$ cat src/rtl/tqvp_rebeccargb_display_scanner_pkg.sv
// tqvp_rebeccargb_display_scanner_pkg: register map, control field positions and scan geometry
package tqvp_rebeccargb_display_scanner_pkg;
   localparam logic [3:0] ADDR_STAGE0 = 4'd0;
   localparam logic [3:0] ADDR_STAGE1 = 4'd1;
   localparam logic [3:0] ADDR_STAGE2 = 4'd2;
   localparam logic [3:0] ADDR_STAGE3 = 4'd3;
   localparam logic [3:0] ADDR_CTRL   = 4'd4;
   localparam logic [3:0] ADDR_DIV_LO = 4'd5;
   localparam logic [3:0] ADDR_DIV_HI = 4'd6;
   localparam logic [3:0] ADDR_CMD    = 4'd7;
   localparam logic [3:0] ADDR_DISP   = 4'd8;
   localparam int CTRL_EN  = 7;
   localparam int CTRL_DAL = 6;
   localparam int CTRL_L   = 4;
   localparam int CTRL_B   = 0;
   localparam logic [7:0] CTRL_RESET = 8'h3F;
   localparam int PHASES     = 16;
   localparam int NUM_DIGITS = 4;
endpackage

$ cat src/rtl/tqvp_rebeccargb_display_scanner_display_scan_timer.sv
// display_scan_timer: prescaler plus phase/digit counters for the display scanner
module display_scan_timer
   import tqvp_rebeccargb_display_scanner_pkg::*;
(
   input  logic        clk,
   input  logic        rst,
   input  logic        en,
   input  logic [15:0] div,
   input  logic [1:0]  last,
   output logic        tick,
   output logic [3:0]  phase,
   output logic [1:0]  cur,
   output logic        frame_wrap
);
   logic [15:0] pc;
   assign tick = en && pc == div;
   // cur > last (L lowered mid-slot) also wraps, so the slot always completes
   assign frame_wrap = tick && phase == 4'(PHASES - 1) && cur >= last;
   always_ff @(posedge clk or posedge rst)
      if (rst) begin
         pc    <= '0;
         phase <= '0;
         cur   <= '0;
      end else if (!en) begin
         pc    <= '0;
         phase <= '0;
         cur   <= '0;
      end else begin
         pc <= tick ? '0 : pc + 16'd1;
         if (tick) begin
            phase <= phase + 4'd1;
            if (phase == 4'(PHASES - 1)) cur <= cur >= last ? '0 : cur + 2'd1;
         end
      end
endmodule

$ cat src/rtl/tqvp_rebeccargb_display_scanner.sv
// tqvp_rebeccargb_display_scanner: double-buffered 4-digit segment scanner with PWM brightness
module tqvp_rebeccargb_display_scanner
   import tqvp_rebeccargb_display_scanner_pkg::*;
#(
   parameter logic [15:0] RESET_DIV = 16'd63
) (
   input  logic       clk,
   input  logic       rst,
   input  logic [3:0] address,
   input  logic       data_write,
   input  logic [7:0] data_in,
   output logic [7:0] data_out,
   output logic [7:0] seg_out,
   output logic [3:0] dig_out,
   output logic       frame_tick
);
   logic [7:0]  staging [NUM_DIGITS];
   logic [7:0]  display [NUM_DIGITS];
   logic [7:0]  ctrl;
   logic [15:0] div;
   logic        pend;
   logic        tick, frame_wrap, en, dal, lit, commit;
   logic [3:0]  phase, bright;
   logic [1:0]  cur, last;
   assign en     = ctrl[CTRL_EN];
   assign dal    = ctrl[CTRL_DAL];
   assign last   = ctrl[CTRL_L +: 2];
   assign bright = ctrl[CTRL_B +: 4];
   // phase 0 is the ghost guard between digits
   assign lit    = en && phase != 4'd0 && phase <= bright;
   assign commit = frame_wrap && cur == last && pend;
   display_scan_timer timer (
      .clk       (clk),
      .rst       (rst),
      .en        (en),
      .div       (div),
      .last      (last),
      .tick      (tick),
      .phase     (phase),
      .cur       (cur),
      .frame_wrap(frame_wrap)
   );
   always_ff @(posedge clk or posedge rst)
      if (rst) begin
         for (int i = 0; i < NUM_DIGITS; i++) begin
            staging[i] <= '0;
            display[i] <= '0;
         end
         ctrl       <= CTRL_RESET;
         div        <= RESET_DIV;
         pend       <= 1'b0;
         seg_out    <= '0;
         dig_out    <= '0;
         frame_tick <= 1'b0;
      end else begin
         for (int i = 0; i < NUM_DIGITS; i++) begin
            if (data_write && address == 4'(i)) staging[i] <= data_in;
            if (commit) display[i] <= staging[i];
            dig_out[i] <= (lit && cur == 2'(i)) ? ~dal : dal;
         end
         if (data_write && address == ADDR_CTRL) ctrl <= data_in;
         if (data_write && address == ADDR_DIV_LO) div[7:0] <= data_in;
         if (data_write && address == ADDR_DIV_HI) div[15:8] <= data_in;
         // a commit write coinciding with the copy keeps pend set for the next frame
         pend       <= (data_write && address == ADDR_CMD) || (pend && !commit);
         seg_out    <= display[cur];
         frame_tick <= frame_wrap;
      end
   always_comb begin
      data_out = '0;
      case (address)
         ADDR_STAGE0: data_out = staging[0];
         ADDR_STAGE1: data_out = staging[1];
         ADDR_STAGE2: data_out = staging[2];
         ADDR_STAGE3: data_out = staging[3];
         ADDR_CTRL:   data_out = ctrl;
         ADDR_DIV_LO: data_out = div[7:0];
         ADDR_DIV_HI: data_out = div[15:8];
         ADDR_CMD:    data_out = {pend, en, cur, phase};
         ADDR_DISP:   data_out = display[cur];
         default:     data_out = '0;
      endcase
   end
endmodule

$ cat config.mk
export PLATFORM = sky130hd
export DESIGN_NAME = tqvp_rebeccargb_display_scanner
export DESIGN_NICKNAME = d
export VERILOG_FILES = /design/src/rtl/tqvp_rebeccargb_display_scanner_pkg.sv /design/src/rtl/tqvp_rebeccargb_display_scanner_display_scan_timer.sv /design/src/rtl/tqvp_rebeccargb_display_scanner.sv
export SDC_FILE = /design/constraint.sdc
export NUM_CORES = 1
export LEC_CHECK = 0
export ABC_AREA = 1
export BUFFER_PORTS_ARGS = -buffer_cell sky130_fd_sc_hd__buf_2
export CORE_MARGIN = 1.5
export CORE_UTILIZATION = 50
export DETAILED_ROUTE_END_ITERATION = 10
export GPL_TIMING_DRIVEN = 0
export PLACE_DENSITY = 0.64
export SETUP_SLACK_MARGIN = 0.5
export SYNTH_ARGS = -nofsm -noshare
export SYNTH_HDL_FRONTEND = slang
export SYNTH_SLANG_ARGS = --single-unit
$ cat constraint.sdc
create_clock -name clk -period 3.8 [get_ports clk]
set_input_delay 0 -clock clk [delete_from_list [all_inputs] [get_ports clk]]
set_output_delay 0 -clock clk [all_outputs]
set_load 0.01 [all_outputs]
======== Yosys cells after proc, flatten, opt, wreduce, memory -nomap -nowiden ========
Index checks and enable logic that the tools add are counted.
storage, ports and cells
  latch bits .............................. 0
  memories kept ........................... 0
  bits in read-only memories .............. 0
  RAM bits ................................ 0
  input bits .............................. 15
  register bits after elaboration ......... 124
operators by class
  bitwise logic cells ..................... 2
  $lt $le $gt $ge ......................... 3
  shifts and indexed selects .............. 0
  divide/modulo/power cells ............... 0
  eq/ne operators ......................... 16
  reduce and logical (&&, ||, !) cells .... 26
  multiplexer cells ....................... 16
  multipliers ............................. 0
  add/sub/neg operators ................... 3
operator list
  cell                   count
  $pmux 8 s9             1
  $mux 16                2
  $logic_and 1x1->1      20
  $add 16x1->16 const B  1
  $bmux 8 s2             1
  $eq 16x16->1           1
  $eq 4x3->1 const B     4
  $mux 8                 2
  $eq 4x2->1 const B     2
  $eq 4x4->1 const B     2
  $mux 2                 4
  $mux 4                 2
  $add 4x1->4 const B    1
  $eq 2x2->1 const B     2
  $eq 4x1->1 const B     1
  $le 4x4->1             1
  $logic_not 4->1        1
  $mux 1                 4
  $ne 2x1->1 const B     2
  $reduce_bool 4->1      1
  $ge 3x3->1 const B     1
  $not 2->3              1
  $add 2x1->2 const B    1
  $eq 2x1->1 const B     1
  7 further kinds        7

======== Depth between registers and ports, before layout ========
  depth after elaboration ................. 9
  mapped depth ............................ 12
  depth with buffers taken out ............ 11

======== Cells and area by module ========
From an unflattened synthesis, not the netlist that was laid out.
unflattened totals
  cell total of the unflattened synthesis .. 829
  area, all modules ....................... 6437.4 µm²
modules (own cells, without submodules)
  module                           instances  cells each  area an instance (µm²)
  tqvp_rebeccargb_display_scanner  1          590         4918.5
  display_scan_timer               1          239         1519.0

======== Worst setup path before layout ========
OpenSTA, ideal clock, no wires.
  path type ............................... register to register
  start point ............................. reg timer.cur[0]
  end point ............................... reg timer.cur[0]
  setup time .............................. 65 ps
  cell stages (with the launch flop) ...... 10
  data required time ...................... 3735 ps
  clock period less this slack ............ 2102 ps
  arrival time ............................ 2037 ps
  slack ................................... 1698 ps
  cell sequence ........................... dfrtp_1 -> clkbuf_1 -> clkinv_1 -> clkbuf_1 -> ha_1 -> nand2_1 -> clkinv_1 -> nor3_1 -> nand3_1 -> nand2_1
on the way
  cells in the longest elaborated chain, start to end .. 5
  elaborated cells on any way between the ends .. 6
  classes of those cells .................. add/sub: 1; order compare: 1; mux: 4
RTL lines
  element                                           line                                                      text
  start, declared                                   tqvp_rebeccargb_display_scanner_display_scan_timer.sv:12  output logic [1:0] cur,
  start signal, assigned                            tqvp_rebeccargb_display_scanner_display_scan_timer.sv:32  if (phase == 4'(PHASES - 1)) cur <= cur >= last ? '0 : cur + 2'd1;
  $add 2x1->2 / $ge 2x2->1 (equally long branches)  tqvp_rebeccargb_display_scanner_display_scan_timer.sv:32
  $mux 2 * (2 in series)                            tqvp_rebeccargb_display_scanner_display_scan_timer.sv:32
  $mux 2 *                                          tqvp_rebeccargb_display_scanner_display_scan_timer.sv:30  if (tick) begin
  $mux 2 *                                          tqvp_rebeccargb_display_scanner_display_scan_timer.sv:24  end else if (!en) begin
Every way passes the cells marked *; elsewhere a longest branch is shown, timed or not. The select of a mux whose other input is x is not followed.
A chain may end at the register's enable or synchronous reset.

======== Worst setup path in the final report ========
Same ends and word-level chain as after synthesis.

==> run summary <==
Outcome = finished clean
DR WL/cell = 17.84 microns
First-pass GRT wire length = 27660 microns
Clk_lat worst skew = 0.43 ns
Arr. time, crit path = 3.34 ns
Post-CTS Setup Inserts = 0
Slew HR = 49.19%
CP Capture Type = flip-flop
Ys async rst share = 100.0%
Detailed-route via count = 5433
Min-delay src = data_in[2]
Hold EP = staging[2]
Clk_skew = 0.009406 ns
Routability cong. = 0.9316
Most common cell in the netlist = nand2_1
Top cells by area, synth = dfrtp_1 (45%), nand2_1 (14%), o21ai_0 (7.4%)
Final #Nets = 838
Clock transition at path regs = 0.05 ns
Drt first pass iters = 5
Final Hold Fails = 0
Sink Count = 124
Die Span X = 114.0 microns
CTS resizes = 0
Slowest-stage cell, CP = nor3_1
Synthesized net count = 780
Ys Warns = 0
Final Critical Period = 2.969 ns
Vias in the first global route = 5374
Ratio of cells with drive above 1 in the final layout = 12.76%
Yosys top cell by area = dfrtp_1
Crit start category = flip-flop
CP max stage delay = 0.46 ns
EDFF count, synth = 0
Post-DRT Antenna Nets = 0
Via-to-Cell Ratio = 5.601
Antenna violations before repair = 0
Post-Synthesis Cell Area = 6163 sq um
Post-Synthesis Cells = 752
Initial DRC Count = 493
WHS = 0.008815 ns
CP Buf/Inv Count = 4
Hold Path Depth = 3
VDD IR-drop max = 0.3017 mV
Post-synth top area share = 45.47%
Max-Cap Viols = 0
Number of synthesized register bits = 124
Top Ports = 36
Final Setup Violations = 0
Max FO, Critical Path = 12
CTS Root Cell = clkbuf_16
Max Root-Sink Buffers = 2
Syn_area_per_cell = 8.196 sq um
Pin count of the biggest net entering global routing = 102
Pwr/cell area = 509.3 nW/um^2
DP HPWL = 12710 microns
H-tree Lvls = 4
Setup TNS = 0 ns
Final wirelength = 17300 microns
Die area = 13000 sq um
Final instance area = 7148 sq um
R2R Path End = timer.cur[0]
Most instantiated cells after synthesis = nand2_1 (231), dfrtp_1 (112), o21ai_0 (91)
Cells along the critical path = clkbuf_1 -> clkinv_1 -> clkbuf_1 -> ha_1 -> nand2_1 -> clkinv_1 -> nor3_1 -> nand3_1 -> nand2_1
Min-Delay Path Class = input port to flip-flop
Synth Flop Type = dfrtp_1
CP required = 4.17 ns
Max Transition Viols Final = 0
Count of input and output buffers = 34
Inserted Clock Buffers = 17
Worst-case reg-to-reg path depth = 9
Die height = 114.0 microns
N_diodes = 0
Core area = 12010 sq um
Number of library cell types mapped by synthesis = 30
Row cnt = 40
R2R Path Start = timer.cur[0]
Congestion Overflow GR = 0
Total GRT Usage = 28.85%
Crit path kind = flip-flop to flip-flop
P_leak = 3.694 nW
Fmax = 0.3368 GHz
Post-DP Area = 6550 sq um
Fin crit share = 78.13%
Sequential share of the synthesized area = 50.59%
Reg2reg setup slack = 0.83 ns
CTS tree = built
RSZ-0062 raised after global routing = no
DRC = 0
P&R area growth vs syn = 15.98%
Crit path max-delay family = buffers and inverters
Starting density of the core = 51.31%
Least-Margin Pin Slew = 0.7586 ns
[registers in the layout, indices dropped and copies added, names as in the netlist, 2 cells and up]
| name | cells |
|---|---|
| display | 32 |
| seg_out | 8 |
| staging | 32 |
| div | 16 |
| ctrl | 8 |
| timer.pc | 16 |
| dig_out | 4 |
| timer.cur | 2 |
| timer.phase | 4 |
[report_power, final]
part           switching [mW]  internal [mW]  leakage (nW)
logic                   0.327          0.159          1.79
registers               0.140           1.48          1.62
clock network           0.577          0.961         0.277
[layer usage]
| layer | up-vias | wire [microns] | global-route usage (%) |
|---|---|---|---|
| li1 | 2625 | - | - |
| met1 | 2585 | 7479 | 36.39 |
| met2 | 172 | 8110 | 46.91 |
| met3 | 51 | 927 | 6.854 |
| met4 | 0 | 784 | 13.92 |
| met5 | - | 0 | 0 |
[metrics by stage]
step	worst slack [ns]	util (%)	cells	power [mW]
after global routing	0.6149	59.51	970	3.800
after CTS	0.8692	59.51	970	3.649
final	0.8312	59.51	970	3.641
after floorplan	0.5206	-	752	1.927
after global placement	-0.8685	54.26	933	2.090
after detailed placement	0.8955	54.53	934	2.115
[cells in the final DEF (no fill, tap or decap), drive strengths merged]
| cell | synthesis | final |
|---|---|---|
| a32o | 3 | 3 |
| nor2 | 49 | 49 |
| dfrtp | 112 | 112 |
| bufinv | 0 | 1 |
| inv | 84 | 84 |
| a221oi | 9 | 9 |
| nand3 | 30 | 30 |
| nand2 | 233 | 233 |
| ha | 13 | 13 |
| o2bb2ai | 2 | 2 |
| o22ai | 17 | 17 |
| a211oi | 6 | 6 |
| clkbuf | 17 | 42 |
| dfstp | 12 | 12 |
| clkinvlp | 0 | 1 |
| clkinv | 5 | 10 |
| o21ai | 91 | 91 |
| dlygate4sd3 | 0 | 4 |
| buf | 9 | 44 |
| o211ai | 2 | 2 |
| nor3 | 7 | 7 |
| a31oi | 1 | 1 |
| nand4 | 39 | 39 |
| a21oi | 11 | 11 |
[layout make-up]
| type | instances | area (sq um) |
|---|---|---|
| well taps | 147 | 183.9 |
| plain buffers | 26 | 146.4 |
| flip-flops and latches | 124 | 3118 |
| clock buffers | 25 | 495.5 |
| inverters | 89 | 339.1 |
| multi-input cells | 513 | 2565 |
| repair buffers | 39 | 237.7 |
| fillers | 1117 | 4863 |
| clock inverters | 7 | 62.56 |
[worst reg2reg max path: stages (launching register included)]
cell and delay, ns:
dfrtp_1 0.37, clkbuf_1 0.37, clkinv_1 0.36, clkbuf_1 0.39, ha_1 0.38, nand2_1 0.08, clkinv_1 0.28, nor3_1 0.46
nand3_1 0.13, nand2_1 0.08
[logic make-up after synthesis]
group	after synthesis	share of synthesized area (%)
AO/OA/AOI/OAI	142	13.13
buffers and inverters	115	7.795
flip-flops	124	50.59
AND/OR/NAND/NOR	358	25.84
adder cells (fa/ha/maj)	13	2.639
[how the worst max path moves through the flow]
stage / startpoint / endpoint / slack [ns] / cells after the start
after CTS: timer.cur[0] / timer.cur[0] / 0.87 / 9
after global placement: rst / div[11] / -0.87 / 2
after detailed placement: timer.cur[0] / timer.cur[0] / 0.90 / 9
final: timer.cur[0] / timer.cur[0] / 0.83 / 9
after floorplan: rst / ctrl[6] / 0.52 / 1
after global routing: timer.cur[0] / timer.cur[0] / 0.61 / 9
[timing repair]
action / CTS / global route
hold endpoints to repair: 116 / 0
setup endpoints to repair: 0 / 0
hold buffers: 4 / 0
Note: power is estimated with default switching activity, not from simulation.
